[config.mk]
export PLATFORM = sky130hd
export DESIGN_NAME = data_sel_scan
export DESIGN_NICKNAME = d
export VERILOG_FILES = /design/src/rtl/data_sel_pkg.sv /design/src/rtl/data_sel_ptr.sv /design/src/rtl/data_sel_scan.sv
export SDC_FILE = /design/constraint.sdc
export NUM_CORES = 1
export LEC_CHECK = 0
export ABC_AREA = 1
export BUFFER_PORTS_ARGS = -buffer_cell sky130_fd_sc_hd__buf_2
export CELL_PAD_IN_SITES_DETAIL_PLACEMENT = 1
export CELL_PAD_IN_SITES_GLOBAL_PLACEMENT = 2
export CORE_UTILIZATION = 25
export CTS_BUF_LIST = sky130_fd_sc_hd__clkbuf_8 sky130_fd_sc_hd__clkbuf_16
export DETAILED_ROUTE_END_ITERATION = 8
export PLACE_DENSITY_LB_ADDON = 0.05
export SLEW_MARGIN = 5
export SYNTH_ARGS = -nofsm -noshare
export SYNTH_HDL_FRONTEND = slang
export SYNTH_HIERARCHICAL = 1
export SYNTH_SLANG_ARGS = --single-unit
[constraint.sdc]
create_clock -name clk -period 2.6 [get_ports clk]
set_clock_uncertainty 0.15 [all_clocks]
set_input_delay 0.39 -clock clk [delete_from_list [all_inputs] [get_ports clk]]
set_output_delay 0.39 -clock clk [all_outputs]
set_load 0.01 [all_outputs]
[src/rtl/data_sel_pkg.sv]
// data_sel_pkg: mode encodings and output-register FSM states shared by
// the data_sel_scan lane selector and its scan-pointer sub-module.
// Optional lane-mask feature is enabled by defining DATA_SEL_MASK_EN.
package data_sel_pkg;

   localparam logic MODE_MANUAL = 1'b0;
   localparam logic MODE_SCAN   = 1'b1;

   typedef enum logic {ST_EMPTY, ST_FULL} state_t;

endpackage

[src/rtl/data_sel_ptr.sv]
// data_sel_ptr: round-robin scan pointer with reload on entry to scan mode
// and a wrapping search for the lowest enabled lane at or above the pointer.
// Lane mask input is tied all-ones by the top unless DATA_SEL_MASK_EN is defined.
module data_sel_ptr
   import data_sel_pkg::*;
#(
   parameter int SEL_W = 2
) (
   input  logic                    clk,
   input  logic                    rst_n,
   input  logic                    mode,
   input  logic                    accept,
   input  logic [(1<<SEL_W)-1:0]   ch_en,
   output logic [SEL_W-1:0]        scan_idx,
   output logic                    scan_ok
);

   localparam int CH = 1 << SEL_W;

   logic [SEL_W-1:0] ptr;
   logic             mode_q;
   logic             reload;
   logic [SEL_W-1:0] base;

   // First scan cycle after manual mode starts the search from lane 0,
   // so a capture on that same cycle takes lane 0 and leaves ptr at 1.
   assign reload = (mode == MODE_SCAN) && (mode_q == MODE_MANUAL);
   assign base   = reload ? '0 : ptr;

   // Wrapping search: first enabled lane starting at base.
   always_comb begin
      scan_idx = base;
      scan_ok  = 1'b0;
      for (int i = 0; i < CH; i++) begin
         if (!scan_ok && ch_en[base + SEL_W'(i)]) begin
            scan_idx = base + SEL_W'(i);
            scan_ok  = 1'b1;
         end
      end
   end

   // Pointer moves only on scan-mode captures; manual captures leave it alone.
   always_ff @(posedge clk or negedge rst_n) begin
      if (!rst_n) begin
         ptr    <= '0;
         mode_q <= MODE_MANUAL;
      end else begin
         mode_q <= mode;
         if (accept && mode == MODE_SCAN)
            ptr <= scan_idx + 1'b1;
         else if (reload)
            ptr <= '0;
      end
   end

endmodule

[src/rtl/data_sel_scan.sv]
// data_sel_scan: picks one DATA_W lane of 2**SEL_W (manual sel or round-robin
// scan) into a one-entry valid/ready register; 1 clk accept-to-out_valid,
// full throughput; in_ready = ~out_valid | out_ready. Lane mask: DATA_SEL_MASK_EN.
module data_sel_scan
   import data_sel_pkg::*;
#(
   parameter int DATA_W = 8,
   parameter int SEL_W  = 2
) (
   input  logic                            clk,
   input  logic                            rst_n,
   input  logic                            mode,
   input  logic [SEL_W-1:0]                sel,
   input  logic [(1<<SEL_W)*DATA_W-1:0]    din,
`ifdef DATA_SEL_MASK_EN
   input  logic [(1<<SEL_W)-1:0]           ch_en,
`endif
   input  logic                            in_valid,
   output logic                            in_ready,
   output logic                            out_valid,
   input  logic                            out_ready,
   output logic [DATA_W-1:0]               dout,
   output logic [SEL_W-1:0]                out_ch
);

   logic [(1<<SEL_W)-1:0] en_mask;
   logic [SEL_W-1:0]      scan_idx;
   logic                  scan_ok;
   logic [SEL_W-1:0]      idx;
   logic [DATA_W-1:0]     lane;
   logic                  accept;
   state_t                state, state_nxt;

`ifdef DATA_SEL_MASK_EN
   assign en_mask = ch_en;
`else
   assign en_mask = '1;
`endif

   data_sel_ptr #(.SEL_W(SEL_W)) u_ptr (
      .clk      (clk),
      .rst_n    (rst_n),
      .mode     (mode),
      .accept   (accept),
      .ch_en    (en_mask),
      .scan_idx (scan_idx),
      .scan_ok  (scan_ok)
   );

   // Scan mode with no enabled lane cannot capture, so it refuses input.
   assign out_valid = (state == ST_FULL);
   assign in_ready  = (!out_valid || out_ready) && (mode == MODE_MANUAL || scan_ok);
   assign accept    = in_valid && in_ready;
   assign idx       = (mode == MODE_SCAN) ? scan_idx : sel;
   assign lane      = din[idx*DATA_W +: DATA_W];

   // State register for the one-entry output stage.
   always_ff @(posedge clk or negedge rst_n) begin
      if (!rst_n)
         state <= ST_EMPTY;
      else
         state <= state_nxt;
   end

   // Next state: fill on accept, drain when consumed without a refill.
   always_comb begin
      state_nxt = state;
      case (state)
         ST_EMPTY: if (accept) state_nxt = ST_FULL;
         ST_FULL:  if (out_ready && !accept) state_nxt = ST_EMPTY;
         default:  state_nxt = ST_EMPTY;
      endcase
   end

   // Data/index register; only loads on accept so it holds under backpressure.
   always_ff @(posedge clk or negedge rst_n) begin
      if (!rst_n) begin
         dout   <= '0;
         out_ch <= '0;
      end else if (accept) begin
         dout   <= lane;
         out_ch <= idx;
      end
   end

endmodule

==> impl_metrics.ini, run 1 <==
[outcome]
result_of_the_run = complete, no violations

[synthesis]
synth.ff_latch_count = 14
synth.yosys.warnings = 6
synth_top_family_by_area = simple AND/OR/NAND/NOR gates
postSynthCellCount = 246
synth_area_um2 = 1450
synth_compound_area_share_pct = 2.67
syn_avg_cell_area_um2 = 5.90
post_synth_mux_area_share_pct = 0
synth_xor_xnor_area_share_pct = 0
synth-simple-area-share_pct = 53.9
post_synth_fa_ha_maj_area_fraction_pct = 0
ys_types = 21
synth-seq-area-share_pct = 24.1

[timing]
maxSlewViolCount = 0
rsz0062_at_grt = false
final_critical_path_setup_slack_ns = 0.267
timing.final.setup_violations = 0
period_share_pct = 89.7
achievable-frequency_ghz = 0.429
timing.setup.tns_ns = 0
timing.hold.ws_ns = 0.215
timing.final.hold_violations = 0
layout_min_cycle_time_ns = 2.33

[setup_path]
critical-path-slowest-cell = sky130_fd_sc_hd__dfrtp_1
crit_required_ns = 2.60
worst-path-stages = 19
reg2reg_depth = 19
setup.worst_path.class = reg -> reg
crit_arrival_ns = 2.33
reg2reg_slack_ns = 0.27
worst_path_dominant_cell_family = simple AND/OR/NAND/NOR gates
critical-path-top-cell-by-count = sky130_fd_sc_hd__nand2_1
critical_path.max_stage_delay_ns = 0.36
timing.rr.start = u_ptr/mode_q
startpoint_type = register
timing.rr.end = dout[6]
critical_path.n_buffers_inverters = 3
worst_path_cell_chain = inv_1 -> nand2_2 -> nand2_1 -> nand2_1 -> nand2_1 -> nand2_1 -> nand2_1 -> nand3_2 -> nand2_1 -> nand2_2 -> nand2_1 -> inv_1 -> nand2_2 -> buf_12 -> nand3_1 -> nand3_1 -> nand2_1 -> nand2_1 -> nand2_1
path_max_fanout = 10
end_kind = register

[placed_design]
worst_slack_at_placement_ns = 0.116
port_buffers = 50
detailed_place_hpwl_um = 3890
dpl-instance-area_um2 = 1920
gp_congestion = 0.745

[routing]
routed-via-count = 1696
via_per_inst = 4.29
detail_route.drc_violations = 0
first_pass_detailed_route_iteration_total = 4
initialDrtViolationCount = 14
per_cell_routed_wire_length_um = 12.1
totalWireLength_um = 4790
drt.antenna.violating_nets = 0

[cells_and_area]
final_antenna_diode_count = 0
finish.net_count = 363
area_delta_synth_final_pct = 38.2
finalInstanceArea_um2 = 2010
final_common_cell = sky130_fd_sc_hd__nand2_1
drive_gt1_share_pct = 31.0
fillerInstances = 772
highest_count_cells_in_the_layout_ignoring_fill_and_taps = sky130_fd_sc_hd__nand2_1 (85), sky130_fd_sc_hd__nand3_1 (57), sky130_fd_sc_hd__inv_1 (50), sky130_fd_sc_hd__buf_2 (50), sky130_fd_sc_hd__buf_4 (15)

[pwr]
power-per-cell-area_nw_per_um2 = 796
share_clk_of_total_power_pct = 13.8
cell_internal_power_dissipation_uw = 866
worst_ir_drop_vdd_uv = 263
switchingPower_uw = 731
leak_uw = 0.00132
power.combinational.fraction_pct = 62.8
share_seq_of_total_power_pct = 23.4
netSwitchingFraction_pct = 45.8

[floorplan]
initial_core_util_pct = 26.2
fp.dieArea_um2 = 6110
chip_height_um = 78.2
num_io_pins = 51
core-area_um2 = 5540
chipWidth_um = 78.2
floorplan.rows = 27

[clocking]
cts_tree = yes
cts.path.max_buffers = 2
path_clk_slew_ns = 0.07
clockRootBuffer = sky130_fd_sc_hd__clkbuf_8
numCtsBuffers = 3
clk_latency_ns = 0.25
clkSinkCount = 14
cts_max_level = 1

[global_routing]
grt.total_usage_pct = 17.1
grt_first_pass_wirelength_um = 8220
pin_count_of_the_biggest_net_entering_global_routing = 18
via_count_of_the_first_global_routing_pass = 1736
total_congestion_overflow_after_global_routing = 0
number_of_antenna_violations_at_the_first_check_in_global_routing = 0

[min_path]
hold_path_depth = 2
min_delay_worst_endpoint = out_valid
hold_class = in -> reg
min-delay-start = out_ready

[flow_run]
maxCapViolCount = 0
timing repair:
action | in CTS | in global routing
setup buffers | 0 | 2
hold endpoints to repair | 14 | 0
endpoints found under the setup margin | 0 | 8
hold buffers | 1 | 0
gates resized for setup | 0 | 2
per-stage QoR:
step	cells	utilization [%]	power, µW
2_1_floorplan	257	-	976
3_3_place_gp	388	34.6	1370
3_5_place_dp	388	34.6	1370
4_1_cts	393	35.8	1600
5_1_grt	395	36.2	1750
6_report	395	36.2	1600
power by group through the flow:
stage / clock (µW) / sequential (µW) / combinational, µW
global placement: 0 / 376 / 989
finish: 220 / 374 / 1000
global route: 232 / 386 / 1140
CTS: 227 / 373 / 1000
floorplan: 0 / 390 / 585
detailed placement: 0 / 372 / 998
how the worst max path moves through the flow:
stage,slack (ns),startpoint,end
finish,0.27,u_ptr/mode_q,dout[6]
global route,0.0004,u_ptr/mode_q,dout[4]
CTS,0.16,u_ptr/ptr[0],dout[6]
detailed placement,0.12,mode,dout[1]
global placement,0.14,mode,dout[6]
floorplan,0.58,mode,dout[2]
metal layers:
layer / GRT usage, % / up-vias / part of all wire (%) / routed length (µm)
met5: 0 / - / 0 / 0
met4: 5.37 / 0 / 1.4 / 65
met3: 0.930 / 6 / 2.2 / 105
met2: 32.5 / 30 / 52 / 2510
met1: 20.4 / 768 / 44 / 2110
li1: - / 892 / - / -
cells by family (layout without fill, tap and decap cells):
family          after synthesis  after routing
buf+inv                      61            127
compound gates                5              5
flops                        14             14
other cells                   1             12
simple gates                165            165
final cells by class:
type | count | area, µm² | share of cell area (%)
clock buffer | 4 | 55.1 | 2.74
inverter | 54 | 205 | 10.2
sequential | 14 | 352 | 17.5
multi-input combinational | 182 | 871 | 43.4
timing repair buffer | 69 | 433 | 21.6
tap | 72 | 90.1 | 4.49
Yosys cell counts, drive strengths merged:
library cell,instances,area [µm²]
a21oi,1,5.00
buf,7,71.3
clkinv,2,10.0
conb,1,3.75
dfrtp,14,350
inv,52,195
nand2,101,429
nand3,61,333
nand3b,1,7.51
nand4,1,6.26
nor2,1,6.26
o21a,1,7.51
o21ai,2,13.8
o22ai,1,12.5
worst reg2reg max path, delay by kind of cell, from the launching register on:
kind                   cells  cell delay, ns
buffers and inverters      3            0.26
DFF                        1            0.36
and+or+nand+nor           16            1.47
flip-flops by register name (all words and copies together), names as in the netlist:
signal / cells
dout: 8
u_ptr/mode_q: 1
out_ch: 2
out_valid: 1
u_ptr/ptr: 2
No activity file was read; power rests on OpenSTA's default activity.
==> inputs of run 2 (changes only) <==
- BUFFER_PORTS_ARGS: -buffer_cell sky130_fd_sc_hd__buf_2 -> unset
- CORE_UTILIZATION: 25 -> 31
- DONT_BUFFER_PORTS: unset -> 1
==> run 2 against run 1 <==
Against the previous run:
- first-iteration DRC count increased to 5.4 times the previous value
- register-to-register slack about the same
- clock power decreased by 4%
- setup slack got worse by 0.0041 ns
- sequential share of layout area rose by 4.1 points
- largest cell class unchanged
==> impl_metrics.ini, run 2 (synthesis results as in run 1) <==
[floorplan]
core-area_um2 = 4410
chip_height_um = 70.4
initial_core_util_pct = 32.9
chipWidth_um = 70.4
floorplan.rows = 24
num_io_pins = 51
fp.dieArea_um2 = 4960

[placed_design]
port_buffers = 0
gp_congestion = 0.784
detailed_place_hpwl_um = 3420

[setup_path]
setup.worst_path.class = reg -> reg
startpoint_type = register
timing.rr.end = dout[4]
crit_arrival_ns = 2.32
timing.rr.start = u_ptr/mode_q
worst_path_dominant_cell_family = simple AND/OR/NAND/NOR gates
critical-path-slowest-cell = sky130_fd_sc_hd__dfrtp_1
critical_path.n_buffers_inverters = 3
cp-startpoint = u_ptr/mode_q
reg2reg_slack_ns = 0.26
path_max_fanout = 8
critical-path-top-cell-by-count = sky130_fd_sc_hd__nand2_1
crit_required_ns = 2.58
worst_path_cell_chain = inv_1 -> nand2_2 -> nand2_1 -> inv_2 -> nand3_1 -> nand2_2 -> nand3_2 -> nand2_1 -> nand2_1 -> nand2_1 -> nand2_1 -> nand2_2 -> nand2_1 -> nand2_4 -> clkinv_2 -> nand3_1 -> nand2_1 -> nand2_1 -> nand2_1
reg2reg_depth = 19
critical_path.max_stage_delay_ns = 0.32
end_kind = register

[routing]
detail_route.drc_violations = 0
per_cell_routed_wire_length_um = 13.1
via_per_inst = 4.58
totalWireLength_um = 4140
drt.antenna.violating_nets = 0
first_pass_detailed_route_iteration_total = 4
routed-via-count = 1446
initialDrtViolationCount = 76

[timing]
period_share_pct = 89.9
layout_min_cycle_time_ns = 2.34
timing.setup.tns_ns = 0
rsz0062_at_grt = false
timing.hold.ws_ns = 0.0264
timing.final.setup_violations = 0
timing.final.hold_violations = 0
worst_slew_pin_slew_ns = 0.660
timing.slew.headroom_pct = 55.9
maxSlewViolCount = 0
achievable-frequency_ghz = 0.428

[pwr]
leak_uw = 0.00105
power-per-cell-area_nw_per_um2 = 842
worst_ir_drop_vdd_uv = 177

[outcome]
result_of_the_run = complete, no violations

[min_path]
hold_path_depth = 0
hold_class = in -> reg
min_delay_worst_endpoint = u_ptr/mode_q
min-delay-start = mode

[cells_and_area]
top_register = dout
seqCellArea_um2 = 350
highest_count_cells_in_the_layout_ignoring_fill_and_taps = sky130_fd_sc_hd__nand2_1 (85), sky130_fd_sc_hd__nand3_1 (57), sky130_fd_sc_hd__inv_1 (49)
drive_gt1_share_pct = 15.5
final_antenna_diode_count = 0
fillerInstances = 622
final_common_cell = sky130_fd_sc_hd__nand2_1
finish.net_count = 304
final_util_pct = 36.7
biggestRegsByFlops = dout: 8 flops, out_ch: 2 flops, u_ptr/ptr: 2 flops
area_delta_synth_final_pct = 11.6
largest_reg_flops = 8
multi_input_area_um2 = 866

[global_routing]
grt.total_usage_pct = 17.8
total_congestion_overflow_after_global_routing = 0
pin_count_of_the_biggest_net_entering_global_routing = 18
number_of_antenna_violations_at_the_first_check_in_global_routing = 0
grt_first_pass_wirelength_um = 6910
via_count_of_the_first_global_routing_pass = 1354

[clocking]
clk_latency_ns = 0.24
clockRootBuffer = sky130_fd_sc_hd__clkbuf_8
cts_max_level = 1
cts.path.max_buffers = 2
clkSinkCount = 14
path_clk_slew_ns = 0.06
postCtsSetupRepairBufs = 0
cts_tree = yes
numCtsBuffers = 3

[flow_run]
maxCapViolCount = 0
==> run 2: repair_timing <==
action	CTS	global route
gates resized for setup	0	1
hold buffers	1	0
endpoints found under the hold margin	14	0
endpoints found under the setup margin	0	8
==> run 2: worst max-delay path by stage <==
stage	to	slack [ns]	cells after the start
2_1_floorplan	dout[2]	0.58	18
3_3_place_gp	dout[4]	0.18	18
3_5_place_dp	dout[4]	0.18	18
4_1_cts	dout[4]	0.20	17
5_1_grt	dout[4]	0.002	19
6_report	dout[4]	0.26	19
==> run 2: through the flow <==
step | instance area [µm²] | std cells | power (µW) | setup WS [ns]
after floorplan | 1490 | 257 | 976 | 0.584
after global placement | 1550 | 311 | 1150 | 0.181
after detailed placement | 1550 | 311 | 1150 | 0.179
after CTS | 1620 | 316 | 1370 | 0.198
after global routing | 1620 | 316 | 1510 | 0.00190
final | 1620 | 316 | 1360 | 0.263
==> run 2: layer usage <==
| layer | global-route usage [%] | vias up | wire length, µm |
|---|---|---|---|
| met4 | 4.67 | 0 | 34 |
| met5 | 0 | - | 0 |
| met1 | 29.7 | 621 | 2400 |
| met3 | 2.89 | 2 | 208 |
| li1 | - | 774 | - |
| met2 | 22.2 | 49 | 1500 |
==> run 2: power breakdown <==
group | switching, µW | internal (µW) | leakage, µW
combinational | 473 | 267 | 0.000851
sequential | 109 | 304 | 0.000172
clock | 77.5 | 134 | 0.0000288
total | 659 | 704 | 0.00105
==> run 2: layout make-up <==
cell class | count | area share (%)
inverter | 54 | 12.7
sequential | 14 | 21.6
multi-input combinational | 182 | 53.5
tap | 52 | 4.02
clock buffer | 4 | 3.40
timing repair buffer | 10 | 4.79
==> inputs of run 3 (changes only) <==
- CORE_UTILIZATION: 31 -> 33
- clock period: 2.6 -> 2.9 ns (I/O delays scaled with it)
==> run 3 against run 2 <==
Against the previous run:
- combinational power fell by 16%
- largest cell class unchanged
- first-iteration DRC count rose by 3.9%
- via count fell by 0.28%
- critical endpoint is now dout[6]
- fmax fell by 9.6%
==> impl_metrics.ini, run 3 (synthesis results as in run 1) <==
[min_path]
min_delay_worst_endpoint = u_ptr/mode_q
hold_path_depth = 0
hold_class = in -> reg
min-delay-start = mode

[routing]
drt.antenna.violating_nets = 0
route.met3.wl_um = 194
detail_route.drc_violations = 0
initialDrtViolationCount = 79
highest_layer = met4
met2_length_um = 1500
routed-via-count = 1442
first_pass_detailed_route_iteration_total = 7
wl_met1_um = 2260
totalWireLength_um = 3980
via_per_inst = 4.70
per_cell_routed_wire_length_um = 13.0

[placed_design]
detailed_place_hpwl_um = 3160
port_buffers = 0
gp_congestion = 0.780
dpl-instance-area_um2 = 1500

[global_routing]
number_of_antenna_violations_at_the_first_check_in_global_routing = 0
via_count_of_the_first_global_routing_pass = 1333
total_congestion_overflow_after_global_routing = 0
pin_count_of_the_biggest_net_entering_global_routing = 18
grt.total_usage_pct = 18.4
grt_first_pass_wirelength_um = 6440

[floorplan]
initial_core_util_pct = 35.3
fp.dieArea_um2 = 4670
core-area_um2 = 4120
num_io_pins = 51
floorplan.rows = 23
chipWidth_um = 68.3
chip_height_um = 68.3

[setup_path]
critical-path-slowest-cell = sky130_fd_sc_hd__dfrtp_1
setup.worst_path.class = reg -> reg
startpoint_type = register
crit_required_ns = 2.89
reg2reg_depth = 20
worst_path_cell_chain = inv_1 -> nand2_2 -> nand2_2 -> nand2_1 -> nand2_1 -> nand2_1 -> nand2_1 -> nand2_1 -> nand2_1 -> nand2_1 -> nand2_2 -> nand2_1 -> inv_1 -> nand2_2 -> nand2_4 -> nand2_1 -> nand3_1 -> nand2_1 -> nand2_1 -> nand2_1
cp-startpoint = u_ptr/mode_q
timing.rr.start = u_ptr/mode_q
reg2reg_slack_ns = 0.32
critical-path-top-cell-by-count = sky130_fd_sc_hd__nand2_1
path_max_fanout = 17
critical_path.max_stage_delay_ns = 0.37
timing.rr.end = dout[6]
end_kind = register
crit_arrival_ns = 2.57

[cells_and_area]
final_util_pct = 38.2
highest_count_cells_in_the_layout_ignoring_fill_and_taps = sky130_fd_sc_hd__nand2_1 (84), sky130_fd_sc_hd__nand3_1 (57), sky130_fd_sc_hd__inv_1 (50)
biggestRegsByFlops = dout: 8 flops, out_ch: 2 flops, u_ptr/ptr: 2 flops
final_common_cell = sky130_fd_sc_hd__nand2_1
area_delta_synth_final_pct = 8.28
finish.net_count = 297
top_register = dout
largest_reg_flops = 8
finalInstanceArea_um2 = 1570
drive_gt1_share_pct = 13.2
final_antenna_diode_count = 0

[timing]
timing.slew.headroom_pct = 58.1
timing.setup.tns_ns = 0
worst_slew_pin_slew_ns = 0.627
period_share_pct = 89.1
layout_min_cycle_time_ns = 2.58
achievable-frequency_ghz = 0.387
timing.final.hold_violations = 0
rsz0062_at_grt = false
maxSlewViolCount = 0
timing.final.setup_violations = 0

[clocking]
cts_max_level = 1
path_clk_slew_ns = 0.06
clockRootBuffer = sky130_fd_sc_hd__clkbuf_8
numCtsBuffers = 3
clkSinkCount = 14
cts.path.max_buffers = 2
clk_latency_ns = 0.24
postCtsSetupRepairBufs = 0
cts_tree = yes

[pwr]
leak_uw = 0.00102
power-per-cell-area_nw_per_um2 = 753
worst_ir_drop_vdd_uv = 151
finalPower_uw = 1180

[flow_run]
maxCapViolCount = 0

[outcome]
result_of_the_run = complete, no violations
==> run 3: cell count changes in the layout (fill, tap and decap cells not counted) <==
cell,previous run,this run
sky130_fd_sc_hd__nand2_4,2,3
sky130_fd_sc_hd__buf_4,9,2
sky130_fd_sc_hd__inv_2,3,2
sky130_fd_sc_hd__inv_1,49,50
sky130_fd_sc_hd__nand2_1,85,84
==> run 3: worst max-delay path: cells and delay by family, from the launching register on <==
family        cells  cell delay, ns
buf+inv           2            0.15
flops             1            0.37
simple gates     18            1.78
==> run 3: layout make-up <==
class / instances / area, µm²
fill: 582 / 2540
sequential: 14 / 350
inverter: 54 / 205
clock buffer: 4 / 55.1
timing repair buffer: 3 / 25.0
multi-input combinational: 182 / 873
tap: 50 / 62.6
==> run 3: worst max path at each step <==
stage / slack (ns) / endpoint
5_1_grt: 0.03 / dout[5]
4_1_cts: 0.21 / dout[4]
6_report: 0.32 / dout[6]
3_3_place_gp: 0.22 / dout[3]
3_5_place_dp: 0.16 / dout[4]
2_1_floorplan: 0.84 / dout[2]
==> run 3: through the flow <==
stage	cells	setup slack (ns)	hold slack [ns]
6_report	307	0.316	0.0653
5_1_grt	307	0.0263	0.0546
4_1_cts	307	0.215	0.0622
3_5_place_dp	302	0.161	-0.0103
3_3_place_gp	302	0.219	-0.0103
2_1_floorplan	257	0.839	-0.0106
==> run 3: where the power goes <==
| group | leakage (µW) | switching [µW] | internal, µW | total, µW |
|---|---|---|---|---|
| sequential | 0.000172 | 100 | 272 | 372 |
| combinational | 0.000823 | 416 | 206 | 622 |
| clock | 0.0000288 | 69.0 | 120 | 189 |
==> run 3: timing repair <==
action / CTS / global route
gates resized for setup: 0 / 2
setup endpoints to repair: 0 / 8
endpoints found under the hold margin: 14 / 0
hold buffers: 1 / 0
==> run 3: layer usage <==
layer | track usage (%) | vias up
met3 | 2.00 | 2
met4 | 5.47 | 0
met2 | 25.2 | 42
li1 | - | 762
met1 | 29.0 | 636
met5 | 0 | -
